### config.mk
export PLATFORM = sky130hd
export DESIGN_NAME = layer3_frame_seq
export DESIGN_NICKNAME = d
export VERILOG_FILES = /design/src/rtl/layer3_frame_seq.sv
export SDC_FILE = /design/constraint.sdc
export NUM_CORES = 1
export LEC_CHECK = 0
export CORE_MARGIN = 5
export CORE_UTILIZATION = 49
export CTS_BUF_LIST = sky130_fd_sc_hd__clkbuf_8
export CTS_CLUSTER_DIAMETER = 200
export DETAILED_ROUTE_END_ITERATION = 8
export HOLD_SLACK_MARGIN = 0.08
export PLACE_DENSITY = 0.86
export SLEW_MARGIN = 15
export SYNTH_ARGS = -nofsm -noshare
export SYNTH_HDL_FRONTEND = slang
export SYNTH_SLANG_ARGS = --single-unit
### constraint.sdc
create_clock -name clk -period 3.62 [get_ports clk]
set_input_delay 1.086 -clock clk [delete_from_list [all_inputs] [get_ports clk]]
set_output_delay 1.086 -clock clk [all_outputs]
set_load 0.02 [all_outputs]
### src/rtl/layer3_frame_seq.sv
// Frame sequencer for the third conv layer: streams one 5x5 three-channel
// feature map out of memory into the layer, then captures the layer's first
// 1x1 result of the frame, with pause, abort and a watchdog while waiting.
module layer3_frame_seq #(
  parameter int NPIX    = 25,
  parameter int TIMEOUT = 64
) (
  input  logic               clk,
  input  logic               rst,
  input  logic               start,
  input  logic               abort,
  input  logic               pause,
  output logic               rd_en,
  output logic [4:0]         rd_addr,
  input  logic signed [11:0] rd_data0,
  input  logic signed [11:0] rd_data1,
  input  logic signed [11:0] rd_data2,
  output logic               layer_clr,
  output logic signed [11:0] l_in0,
  output logic signed [11:0] l_in1,
  output logic signed [11:0] l_in2,
  output logic               l_valid,
  input  logic signed [11:0] l_out0,
  input  logic signed [11:0] l_out1,
  input  logic signed [11:0] l_out2,
  input  logic               l_valid_out,
  output logic signed [11:0] res0,
  output logic signed [11:0] res1,
  output logic signed [11:0] res2,
  output logic               busy,
  output logic               done,
  output logic               err_timeout
);

  localparam int CW = $clog2(NPIX + 1);
  localparam int TW = $clog2(TIMEOUT + 1);

  localparam logic [2:0] S_IDLE   = 3'd0;
  localparam logic [2:0] S_CLEAR  = 3'd1;
  localparam logic [2:0] S_STREAM = 3'd2;
  localparam logic [2:0] S_WAIT   = 3'd3;
  localparam logic [2:0] S_DONE   = 3'd4;

  logic [2:0]    state_q, state_d;
  logic [CW-1:0] issue_q, issue_d;   // reads issued so far in this frame
  logic [TW-1:0] wait_q, wait_d;     // cycles spent waiting for the result
  logic          err_q, err_d;
  logic          lv_q;               // read data arrives this cycle
  logic          capture;

  // Per-channel views so the datapath can be written once for all channels.
  logic signed [11:0] rd_data_a [3];
  logic signed [11:0] l_out_a   [3];
  logic signed [11:0] hold_q    [3];
  logic signed [11:0] res_q     [3];
  logic signed [11:0] l_in_a    [3];

  assign rd_data_a[0] = rd_data0;
  assign rd_data_a[1] = rd_data1;
  assign rd_data_a[2] = rd_data2;
  assign l_out_a[0]   = l_out0;
  assign l_out_a[1]   = l_out1;
  assign l_out_a[2]   = l_out2;

  // A read goes out on every unpaused STREAM cycle until the frame is fully issued.
  assign rd_en     = (state_q == S_STREAM) && !pause && (issue_q < CW'(NPIX));
  // The address only has meaning while streaming; it parks at 0 elsewhere.
  assign rd_addr   = (state_q == S_STREAM) ? 5'(issue_q) : 5'd0;
  assign layer_clr = (state_q == S_CLEAR);
  assign busy      = (state_q != S_IDLE);
  assign done      = (state_q == S_DONE);
  assign err_timeout = err_q;
  assign l_valid   = lv_q;

  // Next-state logic: abort beats a result strobe, which beats the timeout.
  always_comb begin
    state_d = state_q;
    issue_d = issue_q;
    wait_d  = wait_q;
    err_d   = err_q;
    capture = 1'b0;
    case (state_q)
      S_IDLE: begin
        issue_d = '0;
        wait_d  = '0;
        if (start) begin
          state_d = S_CLEAR;
          err_d   = 1'b0;
        end
      end
      S_CLEAR: begin
        state_d = abort ? S_IDLE : S_STREAM;
      end
      S_STREAM: begin
        if (abort) begin
          state_d = S_IDLE;
        end else if (l_valid_out) begin
          capture = 1'b1;
          state_d = S_DONE;
        end else if (rd_en) begin
          issue_d = issue_q + CW'(1);
          if (issue_q == CW'(NPIX - 1)) begin
            state_d = S_WAIT;
            wait_d  = '0;
          end
        end
      end
      S_WAIT: begin
        if (abort) begin
          state_d = S_IDLE;
        end else if (l_valid_out) begin
          capture = 1'b1;
          state_d = S_DONE;
        end else if (wait_q == TW'(TIMEOUT - 1)) begin
          err_d   = 1'b1;
          state_d = S_IDLE;
        end else begin
          wait_d = wait_q + TW'(1);
        end
      end
      S_DONE: begin
        state_d = S_IDLE;
      end
      default: begin
        state_d = S_IDLE;
      end
    endcase
  end

  // Control registers; an abort also kills the read issued in the abort cycle.
  always_ff @(posedge clk) begin
    if (rst) begin
      state_q <= S_IDLE;
      issue_q <= '0;
      wait_q  <= '0;
      err_q   <= 1'b0;
      lv_q    <= 1'b0;
    end else begin
      state_q <= state_d;
      issue_q <= issue_d;
      wait_q  <= wait_d;
      err_q   <= err_d;
      lv_q    <= rd_en && !abort;
    end
  end

  genvar gi;
  generate
    for (gi = 0; gi < 3; gi++) begin : g_chan
      // Pixel data passes straight through when valid, otherwise the last pixel is held.
      assign l_in_a[gi] = lv_q ? rd_data_a[gi] : hold_q[gi];

      // Remember the most recent valid pixel for the hold behaviour.
      always_ff @(posedge clk) begin
        if (rst) begin
          hold_q[gi] <= '0;
        end else if (lv_q) begin
          hold_q[gi] <= rd_data_a[gi];
        end
      end

      // Capture the frame result on the first accepted layer strobe.
      always_ff @(posedge clk) begin
        if (rst) begin
          res_q[gi] <= '0;
        end else if (capture) begin
          res_q[gi] <= l_out_a[gi];
        end
      end
    end
  endgenerate

  assign l_in0 = l_in_a[0];
  assign l_in1 = l_in_a[1];
  assign l_in2 = l_in_a[2];
  assign res0  = res_q[0];
  assign res1  = res_q[1];
  assign res2  = res_q[2];

endmodule

==> results of run 1 <==
==> synth_stat cells (3+ instances only) <==
library cell               instances
sky130_fd_sc_hd__or2_2             3
sky130_fd_sc_hd__inv_1            36
sky130_fd_sc_hd__clkbuf_1         13
sky130_fd_sc_hd__ha_1              3
sky130_fd_sc_hd__clkbuf_8          3
sky130_fd_sc_hd__nor3_2            3
sky130_fd_sc_hd__nor3_1            4
sky130_fd_sc_hd__o21ai_0          34
sky130_fd_sc_hd__a21oi_1           4
sky130_fd_sc_hd__nor3b_1           4
sky130_fd_sc_hd__and2_1           40
sky130_fd_sc_hd__a31oi_1           3
sky130_fd_sc_hd__nand2b_1          6
sky130_fd_sc_hd__dfxtp_1          17
sky130_fd_sc_hd__and3_2            3
sky130_fd_sc_hd__buf_2             3
sky130_fd_sc_hd__edfxtp_1         72
sky130_fd_sc_hd__nor2_1           37
sky130_fd_sc_hd__nand3_1           4
sky130_fd_sc_hd__mux2_2            4
sky130_fd_sc_hd__a211oi_1          4
sky130_fd_sc_hd__nand2_1          44
==> what timing repair did <==
action,CTS,global route
hold buffers,0,0
setup endpoints to repair,0,1
resized for setup,0,1
==> cell families (layout without fill, tap and decap cells) <==
family | count (synthesis) | count (layout) | synth area share [%]
xor+xnor | 1 | 1 | 0.209
compound gates | 61 | 61 | 8.87
fa+ha+maj | 3 | 3 | 0.896
flops | 89 | 89 | 59.7
simple gates | 171 | 171 | 22.6
mux | 6 | 6 | 1.55
buf+inv | 58 | 218 | 6.18
==> power breakdown <==
part           switching, mW  internal [mW]  leakage, nW  total, mW
clock network          0.351          0.320        0.102      0.670
logic                  0.120          0.145         1.27      0.265
registers             0.0128           1.13        0.885       1.14
total                  0.483           1.60         2.26       2.08
==> worst paths after layout <==
path,to,start,cells after the start
min reg2reg,err_timeout$_SDFFE_PP0P_,err_timeout$_SDFFE_PP0P_,2
max reg2reg,res_q[2][5]$_SDFFCE_PN0P_,state_q[1]$_SDFFE_PP0P_,4
max,l_in0[9],rd_data0[9],4
min,err_timeout$_SDFFE_PP0P_,err_timeout$_SDFFE_PP0P_,2
==> through the flow <==
stage,instances,power [mW],area [um^2],hold WS (ps),utilization (%)
finish,654,2.08,6050,461,73.3
global route,654,2.15,6050,494,73.3
CTS,654,2.10,6050,469,73.3
detailed placement,638,1.44,5850,455,70.9
floorplan,389,1.27,4190,422,-
global placement,638,1.43,5850,439,70.9
==> registers in the layout, indices dropped and copies added (netlist names) <==
register     count
err_timeout      1
hold_q          36
issue_q          5
l_valid          1
res_q           36
state_q          3
wait_q           7
==> worst reg2reg max path: stages (launching register included) <==
cell and delay, ps:
sky130_fd_sc_hd__dfxtp_1 730, sky130_fd_sc_hd__nand2_1 270, sky130_fd_sc_hd__nor4_4 190, sky130_fd_sc_hd__buf_4 310
sky130_fd_sc_hd__and2_1 210
==> final cells by class <==
type                       count  area (um^2)
clock buffer                   9          124
clock inverter                 7         72.6
fill                         613         2200
inverter                      36          135
multi-input combinational    242         1430
sequential                    89         2500
tap                          105          131
timing repair buffer         166         1660
==> layer usage <==
layer  global-route usage, %  part of all wire, %  routed length, um  vias to the layer above
met4                    5.45                  1.3                135                        0
met5                       0                    0                  0                        -
met3                    8.46                   13               1370                       12
met1                    23.1                   40               4160                     1484
li1                        -                    -                  -                     1648
met2                    31.8                   45               4730                      154
==> impl_table.tex, run 1 <==
\begin{tabular}{lr}
\hline
Metric & Value \\
\hline
\multicolumn{2}{l}{\textbf{Outcome}} \\
\quad Status & complete, no violations \\
\multicolumn{2}{l}{\textbf{Yosys}} \\
\quad Fraction of registers with async set/reset & 0\% \\
\quad Post-synthesis register bit count & 89 \\
\quad Fraction of the yosys area taken by sequential cells & 59.7\% \\
\quad Library cells used by synthesis & 58 \\
\quad Number of nets produced by synthesis & 470 \\
\quad Most area-consuming cells after synthesis & sky130\_fd\_sc\_hd\_\_edfxtp\_1 52\%, sky130\_fd\_sc\_hd\_\_dfxtp\_1 8.1\%, sky130\_fd\_sc\_hd\_\_and2\_1 6.0\% \\
\quad Post-synth top area cell & sky130\_fd\_sc\_hd\_\_edfxtp\_1 \\
\quad Primary FF master, synth & sky130\_fd\_sc\_hd\_\_edfxtp\_1 \\
\quad Area of the mapped netlist & 4190 um\^{}2 \\
\quad Number of warning messages in the yosys log & 0 \\
\quad Avg Synthesized Cell Area & 10.8 um\^{}2 \\
\quad Number of synthesized flops with an enable pin & 72 \\
\quad Portion of synthesized cell area occupied by the leading cell type & 51.6\% \\
\quad Gate Count Post-Synth & 389 \\
\multicolumn{2}{l}{\textbf{Layout}} \\
\quad Most common cell after layout, fill and taps aside & sky130\_fd\_sc\_hd\_\_clkdlybuf4s50\_1 \\
\quad Share of post-route cells with drive strength above 1 & 8.20\% \\
\quad Post-layout nets & 625 \\
\quad Commonest cells after routing, fill and taps aside & 158 x sky130\_fd\_sc\_hd\_\_clkdlybuf4s50\_1, 72 x sky130\_fd\_sc\_hd\_\_edfxtp\_1, 44 x sky130\_fd\_sc\_hd\_\_nand2\_1, 40 x sky130\_fd\_sc\_hd\_\_and2\_1 \\
\quad Synth-to-Final Area Change & 44.4\% \\
\quad Antenna diode count & 0 \\
\multicolumn{2}{l}{\textbf{Route}} \\
\quad Count of antenna-violating nets left after detailed routing & 0 \\
\quad Aggregate routed wire length & 10400 um \\
\quad Total number of vias & 3298 \\
\quad Final routed DRC violation total & 0 \\
\quad Average wire length per cell after detail routing & 15.9 um \\
\quad Detailed-routing iteration count for the pre-antenna-repair pass & 4 \\
\quad Via-to-Cell Ratio & 5.04 \\
\quad Count of routing violations after the opening detailed-route iteration & 109 \\
\multicolumn{2}{l}{\textbf{Flow run}} \\
\quad Max\_cap viols & 0 \\
\multicolumn{2}{l}{\textbf{Floorplanning}} \\
\quad Initial core utilization & 50.8\% \\
\quad Cell row count & 33 \\
\quad Vertical extent of the die & 102 um \\
\quad Core Footprint & 8260 um\^{}2 \\
\quad Total Die Area & 10500 um\^{}2 \\
\quad I/O pin total & 161 \\
\quad Die X & 102 um \\
\multicolumn{2}{l}{\textbf{Place}} \\
\quad \# port buffers & 160 \\
\quad HPWL reported at the end of detailed placement & 7790 um \\
\quad Final GP Congestion & 0.871 \\
\quad Pre-CTS worst setup slack & 75.0 ps \\
\multicolumn{2}{l}{\textbf{Clocking}} \\
\quad Root buf cell & sky130\_fd\_sc\_hd\_\_clkbuf\_8 \\
\quad Number of CTS-inserted buffers & 9 \\
\quad Post-CTS Setup Bufs & 0 \\
\quad Insertion delay of the later-clocked pin in the worst-skew pair & 340 ps \\
\quad Number of buffers on the longest clock path & 2 \\
\quad TritonCTS clock tree & done \\
\quad H-tree lvl count & 3 \\
\quad CTS sink count & 89 \\
\quad Clk slew on worst S/H paths & 90 ps \\
\multicolumn{2}{l}{\textbf{Timing}} \\
\quad Setup violations, final & 0 \\
\quad Number of failing hold endpoints at the final stage & 0 \\
\quad Final sum of negative setup slack & 0 ps \\
\quad Max-slew headroom & 44.9\% \\
\quad Count of pins over their slew limit & 0 \\
\quad Tcrit/Tclk final & 95.7\% \\
\quad Final period demand of the worst path & 3470 ps \\
\quad Slew at the pin with the worst max-slew slack & 827 ps \\
\quad Maximum clock rate & 289 MHz \\
\quad Worst Clk Skew & 11.4 ps \\
\quad Slack of the critical path & 155 ps \\
\quad Unrepaired setup endpoints after global routing & false \\
\multicolumn{2}{l}{\textbf{Power}} \\
\quad Cell leakage power & 2.26 nW \\
\quad Worst vdd rail ir drop & 0.206 mV \\
\quad Total power divided by cell area & 344 nW/um\^{}2 \\
\multicolumn{2}{l}{\textbf{Setup path}} \\
\quad Critical path peak fanout & 2 \\
\quad Arr. time, crit path & 2380 ps \\
\quad Delay of the slowest cell on the worst path & 650 ps \\
\quad Endpoint required time on the critical path & 2530 ps \\
\quad Type of the worst setup path & in -> out \\
\quad Endpoint type of the worst setup path & output port \\
\quad Cell mode on critical path & sky130\_fd\_sc\_hd\_\_clkdlybuf4s50\_1 \\
\quad Number of buffer and inverter instances along the worst setup path & 2 \\
\quad Top delay family on crit path & buffers and inverters \\
\quad Nature of the critical path startpoint & input pin \\
\quad Master of the slowest instance on the critical path & sky130\_fd\_sc\_hd\_\_clkdlybuf4s50\_1 \\
\quad Worst reg-to-reg setup slack & 1770 ps \\
\quad Series of cell instances along the critical path & clkdlybuf4s50\_1 > nand2\_1 > o21ai\_0 > clkdlybuf4s50\_1 \\
\multicolumn{2}{l}{\textbf{Global routing}} \\
\quad Final global-route overflow total & 0 \\
\quad Largest net degree at the start of global routing & 47 \\
\quad Vias in the first global route & 3361 \\
\quad Total global-route track usage & 19.3\% \\
\quad Initial antenna violation count & 0 \\
\quad First-pass GRT wire length & 16000 um \\
\multicolumn{2}{l}{\textbf{Min path}} \\
\quad Type of the worst min-delay path & reg -> reg \\
\hline
\end{tabular}
Note: power is estimated with default switching activity, not from simulation.
==> inputs of run 2 (changes only) <==
- TNS_END_PERCENT: not set -> 50
==> results of run 2 <==
The final DEF is identical to that of run 1; final timing and power are the same.
==> inputs of run 3 (changes only) <==
- SETUP_SLACK_MARGIN: not set -> 0.02
==> results of run 3 <==
The final DEF is identical to that of run 1; final timing and power are the same.
